--- src/rtl/dnc_write_heads_interface.sv ---
// dnc_write_heads_interface: splits the write-head slice of xi into k, beta, e, v, ga, gw.
module dnc_write_heads_interface #(
    parameter int DATA_SIZE    = 64,
    parameter int CONTROL_SIZE = 64
) (
    input  logic                    CLK,
    input  logic                    RST,
    input  logic                    START,
    output logic                    READY,
    input  logic [CONTROL_SIZE-1:0] SIZE_W_IN,
    input  logic                    XI_IN_ENABLE,
    input  logic [DATA_SIZE-1:0]    XI_IN,
    output logic                    XI_OUT_ENABLE,
    output logic                    K_OUT_ENABLE,
    output logic [DATA_SIZE-1:0]    K_OUT,
    output logic [DATA_SIZE-1:0]    BETA_OUT,
    output logic                    E_OUT_ENABLE,
    output logic [DATA_SIZE-1:0]    E_OUT,
    output logic                    V_OUT_ENABLE,
    output logic [DATA_SIZE-1:0]    V_OUT,
    output logic [DATA_SIZE-1:0]    GA_OUT,
    output logic [DATA_SIZE-1:0]    GW_OUT
);
    typedef enum logic [2:0] {IDLE, KEY, BETA, ERASE, VECTOR, GA, GW, DONE} state_t;
    state_t                  state_q, state_d;
    logic [CONTROL_SIZE-1:0] w_q, w_d, idx_q, idx_d;
    logic                    k_en_q, k_en_d, e_en_q, e_en_d, v_en_q, v_en_d;
    logic [DATA_SIZE-1:0]    k_q, k_d, e_q, e_d, v_q, v_d;
    logic [DATA_SIZE-1:0]    beta_q, beta_d, ga_q, ga_d, gw_q, gw_d;
    logic                    loading, acc, last, vec_state;
    assign loading   = state_q != IDLE && state_q != DONE;
    assign acc       = loading && XI_IN_ENABLE;
    assign last      = idx_q == w_q - CONTROL_SIZE'(1);
    assign vec_state = state_q == KEY || state_q == ERASE || state_q == VECTOR;
    always_comb begin
        state_d = state_q;
        w_d     = w_q;
        idx_d   = (acc && vec_state) ? (last ? '0 : idx_q + CONTROL_SIZE'(1)) : idx_q;
        k_en_d  = 1'b0;
        e_en_d  = 1'b0;
        v_en_d  = 1'b0;
        k_d     = k_q;
        e_d     = e_q;
        v_d     = v_q;
        beta_d  = beta_q;
        ga_d    = ga_q;
        gw_d    = gw_q;
        case (state_q)
            IDLE: if (START) begin
                w_d     = SIZE_W_IN;
                idx_d   = '0;
                state_d = (SIZE_W_IN == '0) ? BETA : KEY;
            end
            KEY: if (acc) begin
                k_en_d  = 1'b1;
                k_d     = XI_IN;
                state_d = last ? BETA : KEY;
            end
            BETA: if (acc) begin
                beta_d  = XI_IN;
                state_d = (w_q == '0) ? GA : ERASE;
            end
            ERASE: if (acc) begin
                e_en_d  = 1'b1;
                e_d     = XI_IN;
                state_d = last ? VECTOR : ERASE;
            end
            VECTOR: if (acc) begin
                v_en_d  = 1'b1;
                v_d     = XI_IN;
                state_d = last ? GA : VECTOR;
            end
            GA: if (acc) begin
                ga_d    = XI_IN;
                state_d = GW;
            end
            GW: if (acc) begin
                gw_d    = XI_IN;
                state_d = DONE;
            end
            default: state_d = IDLE;
        endcase
    end
    always_ff @(posedge CLK) begin
        if (RST) begin
            state_q <= IDLE;
            w_q     <= '0;
            idx_q   <= '0;
            k_en_q  <= 1'b0;
            e_en_q  <= 1'b0;
            v_en_q  <= 1'b0;
            k_q     <= '0;
            e_q     <= '0;
            v_q     <= '0;
            beta_q  <= '0;
            ga_q    <= '0;
            gw_q    <= '0;
        end else begin
            state_q <= state_d;
            w_q     <= w_d;
            idx_q   <= idx_d;
            k_en_q  <= k_en_d;
            e_en_q  <= e_en_d;
            v_en_q  <= v_en_d;
            k_q     <= k_d;
            e_q     <= e_d;
            v_q     <= v_d;
            beta_q  <= beta_d;
            ga_q    <= ga_d;
            gw_q    <= gw_d;
        end
    end
    assign READY         = state_q == DONE;
    assign XI_OUT_ENABLE = loading;
    assign K_OUT_ENABLE  = k_en_q;
    assign E_OUT_ENABLE  = e_en_q;
    assign V_OUT_ENABLE  = v_en_q;
    assign K_OUT         = k_q;
    assign E_OUT         = e_q;
    assign V_OUT         = v_q;
    assign BETA_OUT      = beta_q;
    assign GA_OUT        = ga_q;
    assign GW_OUT        = gw_q;
endmodule

--- config.mk ---
export PLATFORM = sky130hd
export DESIGN_NAME = dnc_write_heads_interface
export DESIGN_NICKNAME = d
export VERILOG_FILES = /design/src/rtl/dnc_write_heads_interface.sv
export SDC_FILE = /design/constraint.sdc
export NUM_CORES = 1
export LEC_CHECK = 0
export CORE_AREA = 2 2 194 291
export CTS_CLUSTER_SIZE = 25
export DETAILED_ROUTE_END_ITERATION = 10
export DIE_AREA = 0 0 196 293
export PLACE_DENSITY = 0.71
export SYNTH_ARGS = -nofsm -noshare
export SYNTH_HDL_FRONTEND = slang
export SYNTH_SLANG_ARGS = --single-unit
--- constraint.sdc ---
create_clock -name CLK -period 7.7 [get_ports CLK]
set_input_delay 1.54 -clock CLK [delete_from_list [all_inputs] [get_ports CLK]]
set_output_delay 1.54 -clock CLK [all_outputs]
set_load 0.01 [all_outputs]
### Word level (Yosys, flattened, before mapping)

Cells that the tools add are included.

* register bits: 518
* bits of input ports: 132
* output and inout port bits: 389

* add/subtract/negate cells: 2
* equality and inequality tests: 16
* muxes and demuxes: 18
* bitwise logic cells: 3
* reduce and logical (&&, ||, !) cells: 20

Operators by type and width (count)
* $mux 64: 4
* $logic_not 64->1: 2
* $add 64x1->64 const B: 1
* $eq 64x64->1: 1
* $sub 64x1->64 const B: 1
* $mux 3: 9
* $pmux 3 s7: 1
* $ne 2x2->1 const B: 7
* $reduce_and 2->1: 7
* $eq 3x3->1 const B: 4
* $reduce_and 7->1: 1
* $eq 3x2->1 const B: 2
* $reduce_or 2->1: 3
* $mux 2: 2
* $eq 3x1->1 const B: 1
* $logic_and 1x1->1: 3
* $logic_not 3->1: 1
* $ne 3x3->1 const B: 1
* $not 1->1: 3
* $reduce_bool 3->1: 1
* $logic_or 1x1->1: 2
* $mux 1: 2

### Logic depth before layout (Yosys ltp)

Gate-level depths: netlist of the first run.

* word-level depth: 7
* depth in mapped cells: 13
* depth with buffers taken out: 11

### Least setup slack after synthesis of the first run

Ideal clock, no wire load.

* path kind: register to register
* from: register w_q[0]
* to: register idx_q[20]
* arrival: 3.792 ns
* required time: 7.584 ns
* setup slack: 3.792 ns
* stages on the path, launching flop included: 14
* path buffers: 2
* cell sequence: dfxtp_1 > inv_1 > ha_1 > or3b_2 > clkbuf_1 > or4_1 > nor4_1 > xnor2_1 > o2111ai_1 > or4_1 > or4_4 > nor3_4 > buf_6 > nor3_2

* longest elaborated chain between the ends: 6

RTL lines
* from (decl): RTL line 26 `logic [CONTROL_SIZE-1:0] w_q, w_d, idx_q, idx_d;`
* from (signal assigned): RTL line 100 `w_q <= w_d;`
* $sub 64x1->64 (*): RTL line 33 `assign last = idx_q == w_q - CONTROL_SIZE'(1);`
* $eq 64x64->1 (*): RTL line 33
* $mux 64 (*) (2 in series): RTL line 38 `idx_d = (acc && vec_state) ? (last ? '0 : idx_q + CONTROL_SIZE'(1)) : idx_q;`
* $mux 64: RTL line 49 `IDLE: if (START) begin`
* $mux 64 (*): RTL line 48 `case (state_q)`
* to (signal assigned): RTL line 101 `idx_q <= idx_d;`
* to (decl): RTL line 26

Mark *: on every way between the ends. The rest lies on a longest branch, timed or not.
A chain may end at the register's enable or synchronous reset.

### Worst setup path in the final report of the first run

* from: register w_q[4]
* to: register idx_q[43]

Same word-level chain as after synthesis.

==> summary.txt, run 1 <==
STA
  – Final Max Tran Viols: 0
  – Setup total negative slack: 0 ns
  – Hold Vio Cnt, Final: 0
  – Final min period: around 5 ns
  – Setup violations, final: 0
  – RSZ-0062 raised after global routing: no
  – Slew headroom: 0.0581
  – Tcrit/Tclk final: 0.654
  – Upper clock frequency limit: slightly below 200 MHz
  – Worst Max-Slew Pin Slew: between 1 and 1.5 ns
  – Fin Clk Skew: approximately 0.02 ns

Drt
  – 1st-pass router iterations: 5
  – Antenna Nets Post-Route: 0
  – DR DRC count: 0
  – Routed wire length: between 80 and 90 mm
  – Drt wl/cell: between 20 and 25 um
  – Total number of vias: approximately 21000
  – First DRT Iteration DRCs: 1381
  – Via density: 5.41

Placed design
  – Port-buffer cells: between 500 and 600
  – DPL Wire Length: between 60 and 70 mm
  – Gpl congestion: 0.965
  – Placed insts: between 3000 and 4000
  – Post-DP Area: roughly 0.027 sq mm

Die
  – Die height: 293 um
  – Die Width: around 200 um
  – Core Rows: 105
  – Core Footprint: between 0.05 and 0.06 sq mm
  – I/O Pins: between 500 and 600
  – Initial Utilization: 0.398
  – Die ar.: ~0.057 sq mm

Worst setup path
  – CP Launch Point: w_q[4]
  – Critical Path RT: between 8 and 9 ns
  – CP cell instances: nor4_2, nand4_2, nor3_2, nand4b_1, mux2i_1, or4_1, or4_4, nor3_4, buf_4, nor3_1
  – Setup CP Type: flip-flop to flip-flop
  – CP max stage cell: nor4_2
  – Reg-to-reg critical path startpoint: w_q[4]
  – CP peak stage delay: about 0.72 ns
  – Critical path startpoint category: flip-flop
  – Critical path fanouts, max: 63
  – WP data arrival: between 5 and 6 ns
  – Crit end category: flip-flop

Clocking
  – Max Buffers Root-to-Sink: 3
  – Hold-fix buffers, CTS: 0
  – Clk_lat worst skew: approximately 0.61 ns
  – Clock Sink Count: 518
  – Post-CTS Setup Inserts: 0
  – Total CTS buffers: 50
  – Clk slew on worst S/H paths: 0.06 ns
  – Post-cts sizing count: 0
  – Clock H-tree levels: 2
  – CTS tree: yes
  – Root Buffer: clkbuf_16

Layout
  – Final nets: roughly 3300
  – Fin util: 0.534
  – Fin area: slightly below 0.03 sq mm
  – Area grow syn2layout: 34.0%
  – Non-filler instance count after layout: 3950
  – Share of layout cells above drive strength 1: 0.0545

Pwr
  – Tot Pwr: ~6500 uW
  – Worst vdd ir: roughly 190 uV
  – Leak: slightly below 0.01 uW
  – Pwr/cell area: approximately 220 mW/mm^2

Yosys
  – Yosys top cell area share: 0.476
  – Synth Instances: 2800
  – Mapped Nets: slightly below 3000
  – Seq/Total Area, Yosys: 0.476
  – Combinational family with the most area after synthesis: simple AND/OR/NAND/NOR gates
  – Leading register cell type out of synthesis: dfxtp_1
  – Synthesis Warnings: 0
  – Synth Area in Simple Gates: 0.286
  – Synth Area in Adders: 0.00115
  – Synth unique cells: 78
  – Synth Register Bits: around 520
  – Ys async rst share: 0
  – Largest area contributor in the netlist: dfxtp_1
  – Mux cell area share after synthesis: 0.00236
  – Compound-cell area share of the yosys netlist: 0.130
  – Synth area leaders: dfxtp_1 48%, nand2_1 16%, a21oi_1 11%
  – Post-synth EDFFs: 0
  – Syn_area_per_cell: 7.77 sq um
  – Synth Area in XOR/XNOR: 0.0628
  – Synthesized area: roughly 0.022 sq mm

GRT
  – Global route overflow: 0
  – First-pass GRT wire length: approximately 130 mm
  – Vias in the first global route: 20600
  – Antenna violations before repair: 10
  – Largest net degree at the start of global routing: ~220
  – Tot GR Track Use: 0.298

Worst hold path
  – Hold Crit Start: GA_OUT[5]
  – Hold crit path type: flip-flop to flip-flop

Run status
  – Status: finished, final reports clean

Run
  – MaxCap Viol Count: 0
==> layout by cell type (no fill, tap or decap), types with 51 or more instances in the layout <==
master           count
nor3_1              77
a21oi_1            465
xnor2_1             87
nand2_1            951
dfxtp_1            518
nor2_1              68
nor4_1              52
clkbuf_16           51
xor2_1              69
clkdlybuf4s50_1    519
==> flip-flops by register name, summed over array words and instances (netlist names) <==
signal        count
BETA_OUT         64
E_OUT            64
E_OUT_ENABLE      1
GA_OUT           64
GW_OUT           64
K_OUT            64
K_OUT_ENABLE      1
V_OUT            64
V_OUT_ENABLE      1
idx_q            64
state_q           3
w_q              64
==> cells in the mapped netlist, drive strengths merged, types with 5 or more instances <==
| cell | count |
|---|---|
| nor2b | 8 |
| inv | 17 |
| nor4 | 56 |
| xor2 | 69 |
| and4 | 7 |
| a21oi | 465 |
| o21a | 5 |
| nand4b | 8 |
| o211ai | 7 |
| and3 | 13 |
| or4 | 16 |
| nand2b | 6 |
| and2 | 8 |
| nand4 | 44 |
| or3 | 12 |
| nand3 | 47 |
| o21ai | 11 |
| buf | 21 |
| a211oi | 5 |
| nand2 | 954 |
| dfxtp | 518 |
| clkbuf | 167 |
| nor3 | 110 |
| xnor2 | 87 |
| nor2 | 73 |
==> through the flow <==
stage	hold slack, ns	setup slack (ns)
global route	0.466	2.30
floorplan	0.456	3.79
detailed placement	0.446	2.75
global placement	0.440	2.82
CTS	0.454	2.71
finish	0.451	2.66
==> metal layers <==
layer | GRT usage | share of wire | vias up
met5 | 0 | 0.00030 | -
met4 | 0.148 | 0.053 | 4
met3 | 0.0984 | 0.095 | 195
met2 | 0.509 | 0.48 | 832
met1 | 0.332 | 0.37 | 10100
li1 | - | - | 10200
==> cell type report <==
type                       instances  area (sq um)
fill                            5094         25500
multi-input combinational       2077         10600
sequential                       518         10400
timing repair buffer             544          5420
clock buffer                      69          1440
tap                              695           870
clock inverter                    23           379
inverter                          17          63.8
antenna                            7          17.5
==> critical path, delay by kind of cell, from the launching register on <==
family,cells,cell delay [ns]
flops,1,0.39
simple gates,8,3.57
mux,1,0.19
buf+inv,1,0.68
==> power by group <==
part | leakage, uW | switching, uW | total, uW | internal [uW]
sequential | 0.00419 | 74.0 | 2820 | 2740
clock | 0.000887 | 1120 | 2720 | 1590
combinational | 0.00456 | 586 | 921 | 335
==> cell families (layout without fill, tap and decap cells) <==
| kind of cell | after synthesis | after routing |
|---|---|---|
| flops | 518 | 518 |
| other cells | 0 | 7 |
| buf+inv | 205 | 653 |
| compound gates | 531 | 531 |
| xor+xnor | 156 | 156 |
| simple gates | 1383 | 1383 |
| mux | 5 | 5 |
| fa+ha+maj | 2 | 2 |
==> worst paths after layout <==
kind	to	slack (ns)	cells past startpoint
hold reg to reg	GA_OUT[5]	0.45	2
setup / recovery	idx_q[43]	2.66	10
hold / removal	GA_OUT[5]	0.45	2
setup reg to reg	idx_q[43]	2.66	10
No activity file was read; power rests on OpenSTA's default activity.
==> inputs of run 2 (changes only) <==
--- a/config.mk
+++ b/config.mk
@@ -9,7 +9,7 @@
 export CTS_CLUSTER_SIZE = 25
 export DETAILED_ROUTE_END_ITERATION = 10
 export DIE_AREA = 0 0 196 293
-export PLACE_DENSITY = 0.71
+export PLACE_DENSITY = 0.74
 export SYNTH_ARGS = -nofsm -noshare
 export SYNTH_HDL_FRONTEND = slang
 export SYNTH_SLANG_ARGS = --single-unit
==> constraint.sdc (replaced) <==
create_clock -name CLK -period 4.6 [get_ports CLK]
set_input_delay 0.92 -clock CLK [delete_from_list [all_inputs] [get_ports CLK]]
set_output_delay 0.92 -clock CLK [all_outputs]
set_load 0.01 [all_outputs]
==> run 2 against run 1 <==
Final cell count rose by 0.48%. Maximum frequency rose by 21%. Register-to-register slack got worse by 2.2 ns. Sequential share of layout area fell by 0.094 points. Core utilization rose by 0.14 points. Global-route usage fell by 0.93 points. Setup slack got worse by 2.2 ns. Wire length fell by 2.9%. Largest cell class unchanged.
==> summary.txt, run 2 (same netlist as run 1, synthesis figures left out) <==
Run status
  – Status: finished, final reports clean

Drt
  – Total number of vias: ~21000
  – Drt wl/cell: approximately 22 um
  – Antenna Nets Post-Route: 0
  – 1st-pass router iterations: 5
  – DR DRC count: 0
  – First DRT Iteration DRCs: about 1500
  – Routed wire length: ~86 mm
  – Via density: between 5 and 6

Worst setup path
  – WP data arrival: roughly 4.6 ns
  – Setup CP Type: flip-flop to flip-flop
  – Critical Path RT: about 5 ns
  – Crit end category: flip-flop
  – Critical path startpoint category: flip-flop
  – Critical path fanouts, max: 31

Clocking
  – Clk slew on worst S/H paths: around 0.060 ns
  – Clock Sink Count: 518
  – CTS tree: yes
  – Hold-fix buffers, CTS: 0
  – Clk_lat worst skew: a little over 0.6 ns
  – Total CTS buffers: between 40 and 50
  – Clock H-tree levels: 2
  – Post-CTS Setup Inserts: 0
  – Post-cts sizing count: 0
  – Root Buffer: clkbuf_16
  – Max Buffers Root-to-Sink: 3

Layout
  – Most frequent cells in the layout: 951 x nand2_1, 519 x clkdlybuf4s50_1, 518 x dfxtp_1, 465 x a21oi_1, 87 x xnor2_1
  – Area grow syn2layout: 34.3%
  – Share of layout cells above drive strength 1: 0.0608
  – Final nets: around 3400
  – Fin util: 0.535
  – Fin area: just under 0.03 sq mm
  – Most common cell after layout, fill and taps aside: nand2_1

GRT
  – Largest net degree at the start of global routing: between 150 and 200
  – Antenna violations before repair: 3
  – Global route overflow: 0
  – Tot GR Track Use: 0.289
  – First-pass GRT wire length: between 100 and 150 mm
  – Vias in the first global route: approximately 21000

STA
  – Hold Vio Cnt, Final: 0
  – Setup total negative slack: 0 ns
  – Setup violations, final: 0
  – Hold slack final: 0.452 ns
  – Worst Max-Slew Pin Slew: approximately 1 ns
  – Final Max Tran Viols: 0
  – Fin Clk Skew: ~0.033 ns
  – RSZ-0062 raised after global routing: no
  – Final min period: about 4.2 ns
  – Slew headroom: 0.332
  – Tcrit/Tclk final: 0.908
  – Upper clock frequency limit: 239 MHz

Placed design
  – Port-buffer cells: 520
  – Post-DP Area: ~0.028 sq mm
  – DPL Wire Length: 61.3 mm
  – Gpl congestion: between 0.9 and 1

Pwr
  – Leak: ~0.0097 uW
  – Pwr/cell area: between 300 and 400 mW/mm^2
  – Worst vdd ir: between 300 and 400 uV
  – Tot Pwr: 10500 uW

Die
  – Die ar.: 0.0574 sq mm
  – I/O Pins: roughly 520
  – Initial Utilization: 0.398
  – Die height: roughly 300 um
  – Core Rows: roughly 110
  – Die Width: 196 um
  – Core Footprint: 0.0547 sq mm

Worst hold path
  – Hold crit path type: flip-flop to flip-flop

Run
  – MaxCap Viol Count: 0
==> run 2: cell types whose count changed in the layout (fill, tap and decap cells not counted) <==
cell,change
nor4_1,+1
clkinvlp_4,-2
buf_4,+22
nor4_2,-1
inv_8,-1
clkbuf_16,-1
diode_2,-5
clkinv_4,+3
clkinv_2,+1
buf_12,+5
bufinv_16,-6
clkbuf_8,+2
clkbuf_1,+1
==> run 2: metal layers <==
layer,track usage,vias up,part of all wire
li1,-,10300,-
met1,0.319,10100,0.36
met2,0.510,862,0.50
met3,0.0799,198,0.088
met4,0.139,0,0.052
met5,0,-,0
==> run 2: stage by stage <==
stage,setup slack (ns),cells
floorplan,0.692,2800
global placement,0.467,3878
detailed placement,0.441,3878
CTS,0.418,3967
global route,0.190,3968
finish,0.424,3969
==> run 2: path summary, 6_finish.rpt <==
| path | cells past startpoint | slack, ns | startpoint | endpoint |
|---|---|---|---|---|
| worst max register to register | 12 | 0.42 | w_q[0] | idx_q[30] |
| worst min register to register | 2 | 0.45 | V_OUT[43] | V_OUT[43] |
| worst max-delay path | 12 | 0.42 | w_q[0] | idx_q[30] |
| worst min-delay path | 2 | 0.45 | V_OUT[43] | V_OUT[43] |
==> run 2: power by group <==
part	internal, uW	leakage (uW)	switching (uW)
clock network	2320	0.000816	1840
logic	602	0.00471	982
registers	4590	0.00419	124
total	7520	0.00971	2950
==> run 2: area by class of cell <==
type / instances / area [sq um]
sequential: 518 / 10400
inverter: 17 / 63.8
clock buffer: 71 / 1450
multi-input combinational: 2077 / 10600
clock inverter: 18 / 204
tap: 695 / 870
fill: 5091 / 25400
timing repair buffer: 571 / 5680
antenna: 2 / 5.00
==> run 2: worst max-delay path: stages, from the launching register on <==
cell       delay [ns]
dfxtp_1          0.36
inv_1            0.07
ha_1             0.19
or3b_2           0.59
or4_1            0.53
nor4_1           0.33
xnor2_1          0.18
o2111ai_1        0.15
or4_1            0.43
or4_4            0.56
nor3_4           0.29
buf_12           0.26
nor3_2           0.07
==> inputs of run 3 (changes only) <==
--- a/config.mk
+++ b/config.mk
@@ -5,11 +5,12 @@
 export SDC_FILE = /design/constraint.sdc
 export NUM_CORES = 1
 export LEC_CHECK = 0
-export CORE_AREA = 2 2 194 291
+export CORE_AREA = 2 2 174 261
 export CTS_CLUSTER_SIZE = 25
 export DETAILED_ROUTE_END_ITERATION = 10
-export DIE_AREA = 0 0 196 293
-export PLACE_DENSITY = 0.74
+export DIE_AREA = 0 0 176 263
+export PLACE_DENSITY = 0.85
+export SLEW_MARGIN = 5
 export SYNTH_ARGS = -nofsm -noshare
 export SYNTH_HDL_FRONTEND = slang
 export SYNTH_SLANG_ARGS = --single-unit
==> constraint.sdc (replaced) <==
create_clock -name CLK -period 4.8 [get_ports CLK]
set_input_delay 0.96 -clock CLK [delete_from_list [all_inputs] [get_ports CLK]]
set_output_delay 0.96 -clock CLK [all_outputs]
set_load 0.01 [all_outputs]
==> run 3 against run 2 <==
Die area down 19%. Register-to-register slack better by 0.02 ns. Combinational power down 5%. Clock-buffer cell count down 7. Critical path depth unchanged. Sequential share of layout area up 0.24 points. Hold slack better by 0.0028 ns. Global-route usage up 9.5 points. Setup slack better by 0.021 ns. Clock skew down 0.0098 ns. Sequential cell count unchanged. Cell area down 0.68%.
==> summary.txt, run 3 (same netlist as run 1, synthesis figures left out) <==
Run status
  – Status: finished, final reports clean

GRT
  – Antenna violations before repair: 8
  – Largest net degree at the start of global routing: ~250
  – Global route overflow: 0
  – Tot GR Track Use: 0.384
  – First-pass GRT wire length: around 140 mm
  – Vias in the first global route: roughly 22000

Pwr
  – Sw frac: 0.278
  – Pwr/cell area: between 300 and 400 mW/mm^2
  – Leak: a little under 0.01 uW
  – Cell-internal power: between 7000 and 8000 uW
  – Sw Pwr: about 2800 uW
  – Comb pwr share: 0.149
  – Worst vdd ir: approximately 340 uV
  – Power share of the sequential group: 0.448
  – Clock power frac: 0.403

STA
  – Slew headroom: 0.139
  – RSZ-0062 raised after global routing: no
  – Setup total negative slack: 0 ns
  – Setup violations, final: 0
  – Final Max Tran Viols: 0
  – Tcrit/Tclk final: 0.907
  – Final min period: between 4 and 5 ns
  – Worst Max-Slew Pin Slew: roughly 1.3 ns
  – Hold Vio Cnt, Final: 0
  – Fin Clk Skew: between 0.02 and 0.025 ns
  – Upper clock frequency limit: about 230 MHz

Worst setup path
  – Crit end category: flip-flop
  – CP cell instances: inv_1, ha_1, or3b_2, or4_1, nor4_1, xnor2_1, o2111ai_1, or4_1, or4_4, nor3_4, buf_12, nor3_1
  – CP Launch Point: w_q[0]
  – Critical Path RT: 5.23 ns
  – RR Endpoint: idx_q[57]
  – Critical path fanouts, max: 34
  – Critical path startpoint category: flip-flop
  – CP peak stage delay: about 0.59 ns
  – CP max stage cell: or3b_2
  – Reg2reg path depth: 12
  – Critical path endpoint: idx_q[57]
  – WP data arrival: 4.79 ns
  – Worst path most repeated cell: or4_1
  – Setup CP Type: flip-flop to flip-flop
  – Flop2flop setup slack: between 0.4 and 0.5 ns
  – Reg-to-reg critical path startpoint: w_q[0]

Layout
  – Most frequent cells in the layout: 951 x nand2_1, 519 x clkdlybuf4s50_1, 518 x dfxtp_1, 465 x a21oi_1, 87 x xnor2_1
  – Non-filler instance count after layout: ~3800
  – Share of layout cells above drive strength 1: 0.0594
  – Fin area: 0.0290 sq mm
  – Fin util: 0.662
  – Area grow syn2layout: 33.4%
  – Fillers: 3436
  – Seq. cell area: approximately 0.010 sq mm
  – Area occupied by multi-input gates: roughly 0.011 sq mm
  – Most common cell after layout, fill and taps aside: nand2_1
  – Final nets: between 3000 and 4000

Drt
  – DR DRC count: 0
  – Routed wire length: around 91 mm
  – 1st-pass router iterations: 6
  – Drt wl/cell: 23.8 um
  – Antenna Nets Post-Route: 0
  – First DRT Iteration DRCs: approximately 2400
  – Total number of vias: roughly 23000
  – Via density: about 5.9

Worst hold path
  – Hold path cells: 2
  – Hold crit path type: flip-flop to flip-flop

Die
  – Core Rows: between 90 and 100
  – Die height: about 260 um
  – Die Width: between 150 and 200 um
  – Die ar.: between 0.04 and 0.05 sq mm
  – I/O Pins: ~520
  – Core Footprint: 0.0439 sq mm
  – Initial Utilization: 0.496

Clocking
  – Post-cts sizing count: 0
  – Clock H-tree levels: 2
  – Hold-fix buffers, CTS: 0
  – Total CTS buffers: between 40 and 50
  – Post-CTS Setup Inserts: 0
  – CTS tree: yes
  – Clock Sink Count: 518
  – Root Buffer: clkbuf_16
  – Clk slew on worst S/H paths: about 0.060 ns
  – Clk_lat worst skew: between 0.5 and 0.6 ns
  – Max Buffers Root-to-Sink: 3

Placed design
  – DPL Wire Length: around 66 mm
  – Gpl congestion: 1.00
  – Placed insts: 3755
  – Post-DP Area: 0.0274 sq mm
  – Port-buffer cells: 520

Run
  – MaxCap Viol Count: 0
==> run 3: cell types whose count changed in the layout (fill, tap and decap cells not counted), sizes merged <==
| cell | delta |
|---|---|
| buf | -4 |
| bufinv | +4 |
| clkbuf | -7 |
| clkinv | -4 |
| clkinvlp | +2 |
| diode | +4 |
| inv | +1 |
==> run 3: cell type report <==
class / count / area share
multi-input combinational: 2077 / 0.364
clock buffer: 64 / 0.0469
sequential: 518 / 0.357
tap: 576 / 0.0248
inverter: 17 / 0.00220
timing repair buffer: 567 / 0.194
clock inverter: 21 / 0.0106
antenna: 6 / 0.000517
==> run 3: per-stage QoR <==
| stage | power [uW] | setup slack [ns] | hold WS (ns) |
|---|---|---|---|
| floorplan | 5400 | 0.892 | 0.456 |
| global placement | 6090 | 0.481 | 0.441 |
| detailed placement | 6090 | 0.491 | 0.447 |
| CTS | 10100 | 0.457 | 0.455 |
| global route | 10400 | 0.201 | 0.469 |
| finish | 10100 | 0.445 | 0.455 |
==> run 3: routing by layer <==
layer  part of all wire  vias up  global-route usage
li1                   -    10200                   -
met1               0.34    10700               0.416
met2               0.48     1215               0.640
met3               0.10      345               0.122
met4              0.079        2               0.253
met5            0.00011        -                   0
==> run 3: how the worst min path moves through the flow <==
stage                             from      endpoint  slack, ns
final                        E_OUT[24]     E_OUT[24]       0.45
after global routing         K_OUT[52]     K_OUT[52]       0.47
after CTS                   GA_OUT[62]    GA_OUT[62]       0.45
after detailed placement    GA_OUT[62]    GA_OUT[62]       0.45
after global placement    BETA_OUT[15]  BETA_OUT[15]       0.44
after floorplan                w_q[63]       w_q[63]       0.46
==> run 3: power groups by stage <==
| stage | Clock, uW | Combinational (uW) | Sequential [uW] |
|---|---|---|---|
| final | 4080 | 1500 | 4530 |
| after global placement | 0 | 1470 | 4610 |
| after floorplan | 0 | 805 | 4590 |
| after detailed placement | 0 | 1470 | 4620 |
| after CTS | 4080 | 1480 | 4530 |
| after global routing | 4240 | 1590 | 4540 |
==> run 3: critical path: cells and delay by family (launching register included) <==
kind                     cells  cell delay, ns
buffers and inverters        2            0.31
XOR/XNOR                     1            0.19
AO/OA/AOI/OAI                1            0.14
adder cells (fa/ha/maj)      1            0.19
AND/OR/NAND/NOR              7            2.99
flip-flops                   1            0.36
